`config.mk`:
```
export PLATFORM = sky130hd
export DESIGN_NAME = ram_sync_reader_flat
export DESIGN_NICKNAME = d
export VERILOG_FILES = /design/src/rtl/ram_pkg.sv /design/src/rtl/ram_sync_reader_if.sv /design/src/rtl/sync_fifo2.sv /design/src/rtl/ram_sync_reader.sv /design/src/flat_wrapper.sv
export SDC_FILE = /design/constraint.sdc
export NUM_CORES = 1
export LEC_CHECK = 0
export CAP_MARGIN = 10
export CORE_ASPECT_RATIO = 0.75
export CORE_UTILIZATION = 51
export DETAILED_ROUTE_END_ITERATION = 6
export PLACE_DENSITY = 0.91
export SLEW_MARGIN = 20
export SYNTH_ARGS = -nofsm -noshare
export SYNTH_HDL_FRONTEND = slang
export SYNTH_HIERARCHICAL = 1
export SYNTH_SLANG_ARGS = --single-unit
```
`constraint.sdc`:
```
create_clock -name clk -period 2.7 [get_ports clk]
set_clock_uncertainty 0.1 [all_clocks]
set_input_delay 0.405 -clock clk [delete_from_list [all_inputs] [get_ports clk]]
set_output_delay 0.405 -clock clk [all_outputs]
set_load 0.05 [all_outputs]
```
`src/rtl/ram_pkg.sv`:
```
// Shared constants for the 32x32 ram_sync memory and the reader FSM encoding.
package ram_pkg;
  localparam int ADDR_W = 5;
  localparam int DATA_W = 32;

  typedef enum logic [1:0] {
    IDLE   = 2'd0,
    READ   = 2'd1,
    DRAIN  = 2'd2,
    FINISH = 2'd3
  } state_t;
endpackage

```
`src/rtl/ram_sync_reader_if.sv`:
```
// Valid/ready word stream leaving the reader.
interface ram_sync_reader_if #(
  parameter int DATA_W = 32
);
  logic [DATA_W-1:0] out_data;
  logic              out_valid;
  logic              out_ready;

  modport master (output out_data, output out_valid, input out_ready);
  modport slave  (input out_data, input out_valid, output out_ready);
endinterface

```
`src/rtl/sync_fifo2.sv`:
```
// Small synchronous FIFO; simultaneous push and pop are lossless, even when full.
module sync_fifo2 #(
  parameter int DATA_W = 32,
  parameter int DEPTH  = 2,
  parameter int CW     = $clog2(DEPTH + 1)
) (
  input  logic              clk,
  input  logic              rst_n,
  input  logic              push,
  input  logic              pop,
  input  logic [DATA_W-1:0] din,
  output logic [DATA_W-1:0] dout,
  output logic [CW-1:0]     count,
  output logic              empty
);
  localparam int PW = (DEPTH > 1) ? $clog2(DEPTH) : 1;

  logic [DATA_W-1:0] mem [DEPTH];
  logic [PW-1:0]     rd_ptr, wr_ptr;

  function automatic logic [PW-1:0] nxt(input logic [PW-1:0] p);
    return (p == PW'(DEPTH - 1)) ? '0 : p + 1'b1;
  endfunction

  assign dout  = mem[rd_ptr];
  assign empty = (count == '0);

  always_ff @(posedge clk) begin
    if (!rst_n) begin
      rd_ptr <= '0;
      wr_ptr <= '0;
      count  <= '0;
      for (int i = 0; i < DEPTH; i++) mem[i] <= '0;
    end else begin
      if (push) begin
        mem[wr_ptr] <= din;
        wr_ptr      <= nxt(wr_ptr);
      end
      if (pop) rd_ptr <= nxt(rd_ptr);
      count <= count + CW'(push) - CW'(pop);
      assert (!(push && !pop && count == CW'(DEPTH))) else $error("sync_fifo2: overflow");
      assert (!(pop && empty)) else $error("sync_fifo2: underflow");
    end
  end
endmodule

```
`src/rtl/ram_sync_reader.sv`:
```
// Block reader for ram_sync: issues count sequential reads (wrapping) and streams
// the words out, throttling issue so buffered plus in-flight words never exceed DEPTH.
module ram_sync_reader #(
  parameter int ADDR_W = ram_pkg::ADDR_W,
  parameter int DATA_W = ram_pkg::DATA_W,
  parameter int DEPTH  = 2
) (
  input  logic              clk,
  input  logic              rst_n,
  input  logic              start,
  input  logic [ADDR_W-1:0] base_addr,
  input  logic [ADDR_W:0]   count,
  output logic              busy,
  output logic              done,
  output logic [ADDR_W-1:0] mem_address,
  output logic              mem_writeOn,
  input  logic [DATA_W-1:0] mem_data_out,
  ram_sync_reader_if.master strm
);
  import ram_pkg::*;

  localparam int CW = $clog2(DEPTH + 1);

  state_t          state;
  logic [ADDR_W:0] remaining;
  logic            in_flight;
  logic [CW-1:0]   fifo_count;
  logic            fifo_empty;
  logic            pop;
  logic            issue;

  assign mem_writeOn    = 1'b0;
  assign strm.out_valid = !fifo_empty;
  assign pop            = strm.out_valid && strm.out_ready;

  // Written as add-compare so a pop never underflows the occupancy sum.
  assign issue = (state == READ) &&
                 (({1'b0, fifo_count} + (CW+1)'(in_flight)) < ((CW+1)'(DEPTH) + (CW+1)'(pop)));

  always_ff @(posedge clk) begin
    if (!rst_n) begin
      state       <= IDLE;
      busy        <= 1'b0;
      done        <= 1'b0;
      mem_address <= '0;
      remaining   <= '0;
      in_flight   <= 1'b0;
    end else begin
      in_flight <= issue;
      done      <= 1'b0;
      if (issue) begin
        mem_address <= mem_address + 1'b1;
        remaining   <= remaining - 1'b1;
      end
      unique case (state)
        IDLE: if (start) begin
          if (count == '0) begin
            state <= FINISH;
            done  <= 1'b1;
          end else begin
            state       <= READ;
            busy        <= 1'b1;
            mem_address <= base_addr;
            remaining   <= count;
          end
        end
        READ:  if (issue && remaining == (ADDR_W+1)'(1)) state <= DRAIN;
        DRAIN: if (pop && !in_flight && fifo_count == CW'(1)) begin
          state <= FINISH;
          busy  <= 1'b0;
          done  <= 1'b1;
        end
        FINISH: state <= IDLE;
      endcase
    end
  end

  sync_fifo2 #(.DATA_W(DATA_W), .DEPTH(DEPTH), .CW(CW)) u_fifo (
    .clk   (clk),
    .rst_n (rst_n),
    .push  (in_flight),
    .pop   (pop),
    .din   (mem_data_out),
    .dout  (strm.out_data),
    .count (fifo_count),
    .empty (fifo_empty)
  );
endmodule

```
`src/flat_wrapper.sv`:
```
// flat-port wrapper written by rule: the top's interface ports become plain ports
module ram_sync_reader_flat import ram_pkg::*;
#(
  parameter int ADDR_W = ram_pkg::ADDR_W,
  parameter int DATA_W = ram_pkg::DATA_W,
  parameter int DEPTH  = 2
)
  (clk, rst_n, start, base_addr, count, busy, done, mem_address, mem_writeOn, mem_data_out, strm_out_data, strm_out_valid, strm_out_ready);
  ram_sync_reader_if #(.DATA_W(DATA_W)) strm_i ();
  input  logic clk;
  input  logic rst_n;
  input  logic start;
  input  logic [ADDR_W-1:0] base_addr;
  input  logic [ADDR_W:0] count;
  output logic busy;
  output logic done;
  output logic [ADDR_W-1:0] mem_address;
  output logic mem_writeOn;
  input  logic [DATA_W-1:0] mem_data_out;
  output wire logic [$bits(strm_i.out_data)-1:0] strm_out_data;
  output wire logic [$bits(strm_i.out_valid)-1:0] strm_out_valid;
  input wire logic [$bits(strm_i.out_ready)-1:0] strm_out_ready;
  assign strm_out_data = strm_i.out_data;
  assign strm_out_valid = strm_i.out_valid;
  assign strm_i.out_ready = strm_out_ready;
  ram_sync_reader #(.ADDR_W(ADDR_W), .DATA_W(DATA_W), .DEPTH(DEPTH)) u_core (.clk(clk), .rst_n(rst_n), .start(start), .base_addr(base_addr), .count(count), .busy(busy), .done(done), .mem_address(mem_address), .mem_writeOn(mem_writeOn), .mem_data_out(mem_data_out), .strm(strm_i));
endmodule
```
==> results by group <==
Run status
  • Status: finished clean

Synth
  • YS warnings: 6
  • Dominant cells by area after synthesis: edfxtp_1 47%, mux2_4 11%, dfxtp_1 10%
  • Area share of the largest cell type after synthesis: 47.3%
  • Cells after Synth: 342
  • Async SR Flop Fraction: 0%
  • Post-synth EDFFs: 64
  • Synthesis-stage register bit count: 85
  • Top_reg_cell synth: edfxtp_1
  • Cell Area, Synth: 4060 um2
  • Seq/Total Area, Yosys: 57.7%
  • Syn nets: 399
  • Unique masters post-synth: 41
  • Avg Cell Area, Syn: 11.9 um2
  • Cell accounting for the most synthesized area: edfxtp_1

Clocking
  • Post-CTS Resized: 0
  • Clk_lat worst skew: 0.34 ns
  • H-tree lvl count: 3
  • Setup repair bufs after CTS: 0
  • Clock transition at the registers of the reported paths: 0.08 ns
  • Clk buf depth: 2
  • CTS Root Buffer Type: clkbuf_8
  • Count of hold-fix buffers inserted at cts: 0
  • CTS buffer count: 9
  • Clk sinks: 85
  • CTS tree: built

Die
  • IO Count: 88
  • Total core area: 7530 um2
  • Die ar.: 8330 um2
  • Initial core utilization: 53.9%
  • Row Count: 27
  • Die H: 79.3 um
  • Die Width: 105 um

Routing
  • DR vias: 2791
  • Iter 0 DRT Violations: 130
  • Detail Route Antenna Nets: 0
  • Drt pass-1 iters: 4
  • Detailed-route vias per instance: 5.19
  • WL per Instance: 15.3 um
  • Residual DRC: 0
  • DRT Wirelength: 8.26 mm

Setup path
  • Setup Crit Path Kind: reg2out
  • Critical path launch point type: flip-flop
  • Critical path buffers and inverters: 2
  • Worst-path fanout max: 17
  • Critical Path, Cell by Cell: buf_4, mux2_2, clkdlybuf4s50_1
  • Worst stage delay on the critical path: 0.70 ns
  • Slowest CP cell: clkdlybuf4s50_1
  • Setup crit end kind: output port
  • Arrival @ worst endpoint: 2.04 ns
  • Required @ worst endpoint: 2.19 ns
  • CP top delay family: buffers and inverters

Place
  • Routability cong.: 0.775
  • DP Wirelength: 5.77 mm
  • IO Port Bufs: 86
  • Pre-CTS setup slack: 0.192 ns

GRT
  • Grt total ovfl: 0
  • Vias in the first global route: 2756
  • Initial antenna violation count: 0
  • Global Route Usage Sum: 20.9%
  • First-pass GRT wire length: 13.1 mm
  • Largest net degree at the start of global routing: 34

STA
  • Slew headroom: 63.9%
  • Final setup TNS: 0 ns
  • Worst-Margin Slew: 0.536 ns
  • Final worst path period share: 94.4%
  • Setup violators final: 0
  • Slew Viols, Final: 0
  • Worst setup margin: 0.150 ns
  • Hold Fails Final Rpt: 0
  • FMAX: 0.392 GHz
  • RSZ-0062 raised after global routing: false
  • Min Clock Period, post-route: 2.55 ns

Finish
  • Share of cells above drive strength 1: 14.4%
  • Nets: 489
  • N_diodes: 0
  • Area growth, synth to finish: 27.8%

Job
  • Number of max-cap violations: 0

Power
  • Worst vdd ir: 0.542 mV
  • Pwr per Cell Area: 942 nW/um2
  • Pleak: 1.99 nW

Worst hold path
  • Hold WC Path Type: reg2reg
[where the power goes]
group	internal, mW	switching [mW]	total, mW
sequential	1.62	0.135	1.76
combinational	0.885	1.29	2.18
clock	0.522	0.434	0.955
[final timing paths]
path                                           start              endpoint  slack, ns  cells past startpoint
worst max-delay path                       flip-flop     strm_out_data[19]       0.15                      3
worst min-delay path            u_core/u_fifo/wr_ptr  u_core/u_fifo/wr_ptr       0.41                      2
worst max register to register      u_core/in_flight       u_core/state[0]       0.27                      6
worst min register to register  u_core/u_fifo/wr_ptr  u_core/u_fifo/wr_ptr       0.41                      2
[per-stage QoR]
step	cells	util, %	hold WS, ns	area (um2)	total power, mW
floorplan	342	-	0.364	4060	3.40
global placement	522	66.1	0.372	4980	3.89
detailed placement	522	66.1	0.393	4980	3.95
CTS	538	68.9	0.407	5190	4.91
global route	538	68.9	0.442	5190	5.13
finish	538	68.9	0.409	5190	4.89
[layer usage]
metal	up-vias	track usage, %	share of wire [%]
li1	1351	-	-
met1	1338	22.9	41
met2	90	39.0	53
met3	12	5.83	4.9
met4	0	7.61	1.4
met5	-	0	0
[tightest hold or removal path, cell delays in order, from the launching register on]
cell      delay, ns
dfxtp_1        0.33
nand2b_1       0.06
a21boi_0       0.07
[registers in the layout (all words and copies together) (netlist names), named ones only]
| signal | flops |
|---|---|
| u_core/state | 2 |
| u_core/remaining | 6 |
| u_core/u_fifo/mem | 64 |
| u_core/u_fifo/wr_ptr | 1 |
| u_core/u_fifo/count | 2 |
| u_core/busy | 1 |
| u_core/done | 1 |
| u_core/u_fifo/rd_ptr | 1 |
| u_core/in_flight | 1 |
| u_core/mem_address | 5 |
[layout make-up]
| class | count | area (um2) |
|---|---|---|
| sequential | 85 | 2340 |
| multi-input combinational | 230 | 1520 |
| clock buffer | 10 | 128 |
| timing repair buffer | 97 | 951 |
| inverter | 9 | 33.8 |
| tap | 101 | 126 |
| fill | 549 | 2340 |
| clock inverter | 6 | 87.6 |
[cell families after synthesis]
family,after synthesis,synth area share (%)
XOR/XNOR,10,2.50
AO/OA/AOI/OAI,28,4.74
multiplexers,33,11.9
other,1,0.0923
AND/OR/NAND/NOR,148,15.2
buffers and inverters,27,4.87
adder cells (fa/ha/maj),10,3.08
flip-flops,85,57.7
[synthesized netlist by cell type (2+ instances only)]
master / number
dfxtp_1: 21
xor2_1: 6
and2_1: 5
o21ai_0: 11
xnor2_1: 3
nor3_1: 2
a21oi_1: 6
a211oi_1: 2
nor2_1: 74
buf_4: 2
nand3_1: 3
nand4_1: 3
mux2_2: 2
mux2_4: 30
buf_12: 3
edfxtp_1: 64
ha_1: 10
a21o_1: 2
buf_2: 8
buf_6: 4
inv_1: 9
nand2_1: 51
nand2b_1: 3
[cells in the final DEF, fill, tap and decap left out, types with 2 or more instances in the layout]
cell type,instances
clkdlybuf4s50_1,85
nor2_1,74
edfxtp_1,64
nand2_1,51
mux2_4,30
dfxtp_1,20
o21ai_0,11
ha_1,10
buf_4,10
clkbuf_8,9
inv_1,9
a21oi_1,6
xor2_1,6
and2_1,5
nand2b_1,3
nand3_1,3
xnor2_1,3
nand4_1,3
clkinvlp_4,2
bufinv_16,2
a21o_1,2
nor3_1,2
a211oi_1,2
mux2_2,2
Power figures use the tool's default switching activity.
